**src/rtl/lfsr_step_ctrl.sv**
```systemverilog
// State holder and step controller for an 8-bit LFSR: synchronizes and debounces a step
// button, captures the external next-value stage on each accepted press, supports seed load.
module lfsr_step_ctrl #(
  parameter int unsigned DEB_CYCLES = 16,
  parameter logic [7:0]  SEED       = 8'h01,
  parameter int unsigned CNT_W      = 16
) (
  input  logic             clk,
  input  logic             rst_n,
  input  logic             btn,
  input  logic             load,
  input  logic [7:0]       seed_in,
  input  logic [7:0]       shift_rs,
  output logic [7:0]       shift_src,
  output logic [7:0]       state_out,
  output logic             step_pulse,
  output logic [CNT_W-1:0] step_cnt
);

  localparam int unsigned DCW = (DEB_CYCLES > 2) ? $clog2(DEB_CYCLES) : 1;
  localparam logic [DCW-1:0] DEB_LAST = DCW'(DEB_CYCLES - 1);

  logic           sync1;
  logic           btn_sync;
  logic           deb;
  logic           deb_q;
  logic [DCW-1:0] deb_cnt;

  // Two-flop synchronizer, no logic between the stages
  always_ff @(posedge clk) begin
    if (!rst_n) begin
      sync1    <= 1'b0;
      btn_sync <= 1'b0;
    end else begin
      sync1    <= btn;
      btn_sync <= sync1;
    end
  end

  // Debounce: level flips only after DEB_CYCLES consecutive differing samples
  always_ff @(posedge clk) begin
    if (!rst_n) begin
      deb     <= 1'b0;
      deb_cnt <= '0;
    end else if (btn_sync != deb) begin
      if (deb_cnt == DEB_LAST) begin
        deb     <= btn_sync;
        deb_cnt <= '0;
      end else begin
        deb_cnt <= deb_cnt + DCW'(1);
      end
    end else begin
      deb_cnt <= '0;
    end
  end

  // One-cycle strobe on the debounced rising edge only
  always_ff @(posedge clk) begin
    if (!rst_n) begin
      deb_q      <= 1'b0;
      step_pulse <= 1'b0;
    end else begin
      deb_q      <= deb;
      step_pulse <= deb & ~deb_q;
    end
  end

  // Load outranks a step; an all-zero value is replaced by SEED to avoid lock-up
  always_ff @(posedge clk) begin
    if (!rst_n) begin
      state_out <= SEED;
      step_cnt  <= '0;
    end else if (load) begin
      state_out <= (seed_in == 8'h00) ? SEED : seed_in;
      step_cnt  <= '0;
    end else if (step_pulse) begin
      state_out <= (shift_rs == 8'h00) ? SEED : shift_rs;
      step_cnt  <= step_cnt + CNT_W'(1);
    end
  end

  assign shift_src = state_out;

endmodule

```
**config.mk**
```make
export PLATFORM = sky130hd
export DESIGN_NAME = lfsr_step_ctrl
export DESIGN_NICKNAME = d
export VERILOG_FILES = /design/src/rtl/lfsr_step_ctrl.sv
export SDC_FILE = /design/constraint.sdc
export NUM_CORES = 1
export LEC_CHECK = 0
export ABC_AREA = 1
export CORE_ASPECT_RATIO = 1.1
export CORE_MARGIN = 2
export CORE_UTILIZATION = 30
export CTS_CLUSTER_DIAMETER = 100
export CTS_CLUSTER_SIZE = 14
export DETAILED_ROUTE_END_ITERATION = 10
export GPL_ROUTABILITY_DRIVEN = 0
export SLEW_MARGIN = 20
export SYNTH_ARGS = -nofsm -noshare
export SYNTH_HDL_FRONTEND = slang
export SYNTH_SLANG_ARGS = --single-unit
```
**constraint.sdc**
```tcl
create_clock -name clk -period 2.1 [get_ports clk]
set_input_delay 0.525 -clock clk [delete_from_list [all_inputs] [get_ports clk]]
set_output_delay 0.525 -clock clk [all_outputs]
set_load 0.05 [all_outputs]
```
==> results.json <==
{
  "result_of_the_run": "completed",
  "power_uw": 1300,
  "synth.yosys.seq_area_share_pct": 40.9,
  "filler_cell_count": 535,
  "syn_to_final_growth_pct": 40.6,
  "critical_path_required_ns": 1.57,
  "routed_wire_length_per_instance_um": 10.2,
  "antennaDiodeCount": 0,
  "power.static_leakage_uw": 0.00105,
  "period_needed_ns": 2.03,
  "cp_slowest_cell": "clkdlybuf4s50_1",
  "synth_common_cells": "nand2_1, dfxtp_1, inv_1",
  "worstPathMaxFanout": 5,
  "worst_slew_margin_rel_pct": 66.4,
  "postRouteWirelength_um": 3610,
  "cts_hold_buffers": 0,
  "worst-setup-path-type": "register to primary output",
  "global_route_wire_length_before_repair_um": 5970,
  "crit_path_cell_chain": "clkdlybuf4s50_1",
  "synthesis.nets": 250,
  "fin_nets": 301,
  "cp-end-kind": "primary output",
  "die_w_um": 74.0,
  "tightest_slew_ns": 0.504,
  "synth-edff-count": 0,
  "worst_ir_drop_vdd_mv": 0.263,
  "globalRouteTotalUtil_pct": 13.1,
  "remaining_drc_errors": 0,
  "netlist_area_um2": 1620,
  "clk-insertion-delay-late_ns": 0.28,
  "drv_cap": 0,
  "crit_path_start_kind": "register",
  "powerDensity_nw_per_um2": 574,
  "via_count": 1484,
  "yosys_warnings": 0,
  "total_of_flip_flops_plus_latches_after_synthesis": 33,
  "finalSetupViolCount": 0,
  "number_of_cell_rows": 28,
  "crit_start": "step_cnt[13]$_SDFFE_PP0P_",
  "design.core.area_um2": 5290,
  "drt-pass1-iter-count": 4,
  "overflow": 0,
  "cts-root-buf": "clkbuf_8",
  "slew_violations": 0,
  "critical_path.reg2reg.startpoint": "step_pulse$_SDFF_PN0_",
  "fmax_mhz": 492,
  "cts_tree": "built",
  "synth_cells": 228,
  "clock_skew_ns": 0.00682,
  "detailed_place_hpwl_um": 2750,
  "grt_start_max_net_pins": 13,
  "worst_ep_arrival_time_ns": 1.51,
  "synth.largest_area_cell": "dfxtp_1",
  "port_buffers": 52,
  "fin_tns_setup_ns": 0,
  "cts_buffer_depth": 2,
  "vias_in_the_first_global_route": 1402,
  "final_core_util_pct": 42.9,
  "rsz0062_at_grt": "no",
  "clk_pin_slew_ns": 0.07,
  "hold_path_class": "register to register",
  "postSynthAreaPerCell_um2": 7.08,
  "cts.sinks": 33,
  "initial_antenna_violation_count": 0,
  "timing.hold.worst.start": "deb_q$_SDFF_PN0_",
  "timing_hold_violations_final": 0,
  "vias_per_cell": 4.19,
  "dominantRegCellSynth": "dfxtp_1",
  "detail-route-antenna-nets": 0,
  "synth_area_leaders": "dfxtp_1, nand2_1, inv_1, nor2_1, buf_4",
  "placed_cells_incl_taps": 347,
  "synthDominantCellAreaShare_pct": 40.9,
  "cts_h_tree_depth": 2,
  "proportion_of_layout_cells_with_a_drive_suffix_above_1_pct": 10.8,
  "io-pin-count": 53,
  "die_h_um": 81.0,
  "ys_async_sr_fraction_pct": 0,
  "floorplan.initialDensity_pct": 30.5,
  "final_min_period_over_clock_period_pct": 96.7,
  "drt_first_iter_violations": 47,
  "synthMostInstantiatedCell": "nand2_1",
  "timing.critical_path.max_delay_family": "buffers and inverters",
  "die_area_um2": 5990,
  "cts_inserted_buffers": 5,
  "stdcell_count": 354,
  "timing.critical_path.buf_inv": 1,
  "number_of_distinct_library_cell_variants_in_the_gate_level_netlist_after_synthesis": 27,
  "cpPeakStageDelay_ns": 0.83
}
## cell usage in the layout (no fill, tap or decap)
master,instances
nand2_1,55
clkdlybuf4s50_1,40
inv_1,33
dfxtp_1,33
nor2_1,29
a21oi_1,13
nand3_1,11
o21ai_0,9
buf_4,9
clkbuf_8,6
dlymetal6s2s_1,6
nor2_2,4
nor2_4,4
o211ai_1,3
a22oi_1,3
nand2_2,3
xor2_1,3
inv_2,2
nand4_1,2
ha_1,2
nand3b_1,1
nand3_4,1
o21ai_1,1
and3_1,1
o21a_1,1
nor3_1,1
xnor2_1,1
clkbuf_1,1
buf_12,1
## registers in the layout, summed over array words and instances (netlist names)
signal,flops
step_cnt,16
shift_src,8
deb_cnt,4
btn_sync,1
deb,1
deb_q,1
step_pulse,1
sync1,1
## worst register-to-register path: cells and delay by family, from the launching register on
| kind | cells | cell delay [ns] |
|---|---|---|
| DFF | 1 | 0.64 |
| and+or+nand+nor | 7 | 0.71 |
## routing by layer
layer / global-route usage [%] / share of wire, % / vias up
li1: - / - / 799
met1: 16.2 / 47 / 635
met2: 20.4 / 45 / 43
met3: 4.47 / 6.7 / 7
met4: 5.82 / 1.8 / 0
met5: 0 / 0 / -
## layout make-up
class                      count  area, um^2  area share, %
clock buffer                   7        86.3           3.80
inverter                      35         131           5.79
timing repair buffer          56         563           24.8
sequential                    33         661           29.1
tap                           75        93.8           4.13
multi-input combinational    148         736           32.4
## through the flow
stage	setup slack (ns)	area [um^2]	hold slack [ns]
finish	0.0687	2270	0.386
global route	0.00555	2270	0.402
CTS	0.00477	2260	0.391
detailed placement	0.198	2170	0.381
global placement	0.253	2170	0.375
floorplan	0.487	1620	0.368
## power by group
part	internal, uW	leakage [uW]	switching [uW]
sequential	637	0.000268	8.04
combinational	77.8	0.000738	104
clock	260	0.0000443	217
## worst paths after layout
path,to,slack [ns],cells after the start
max reg2reg,step_cnt[13]$_SDFFE_PP0P_,0.65,7
min,step_pulse$_SDFF_PN0_,0.39,1
min reg2reg,step_pulse$_SDFF_PN0_,0.39,1
max,step_cnt[13],0.07,1
## cell families (layout without fill, tap and decap cells)
group                      after synthesis  count (layout)  synth area share, %
and+or+nand+nor                        112             112                 31.4
DFF                                     33              33                 40.9
AOI/OAI and AO/OA                       30              30                 10.4
xor gates and xnor gates                 4               4                 2.17
buffers and inverters                   47              98                 13.6
adders and majority gates                2               2                 1.55
## timing repair
item	4_1_cts	5_1_grt
gates resized for setup	0	6
endpoints found under the setup margin	0	6
setup buffers	0	0
Note: power is estimated with default switching activity, not from simulation.
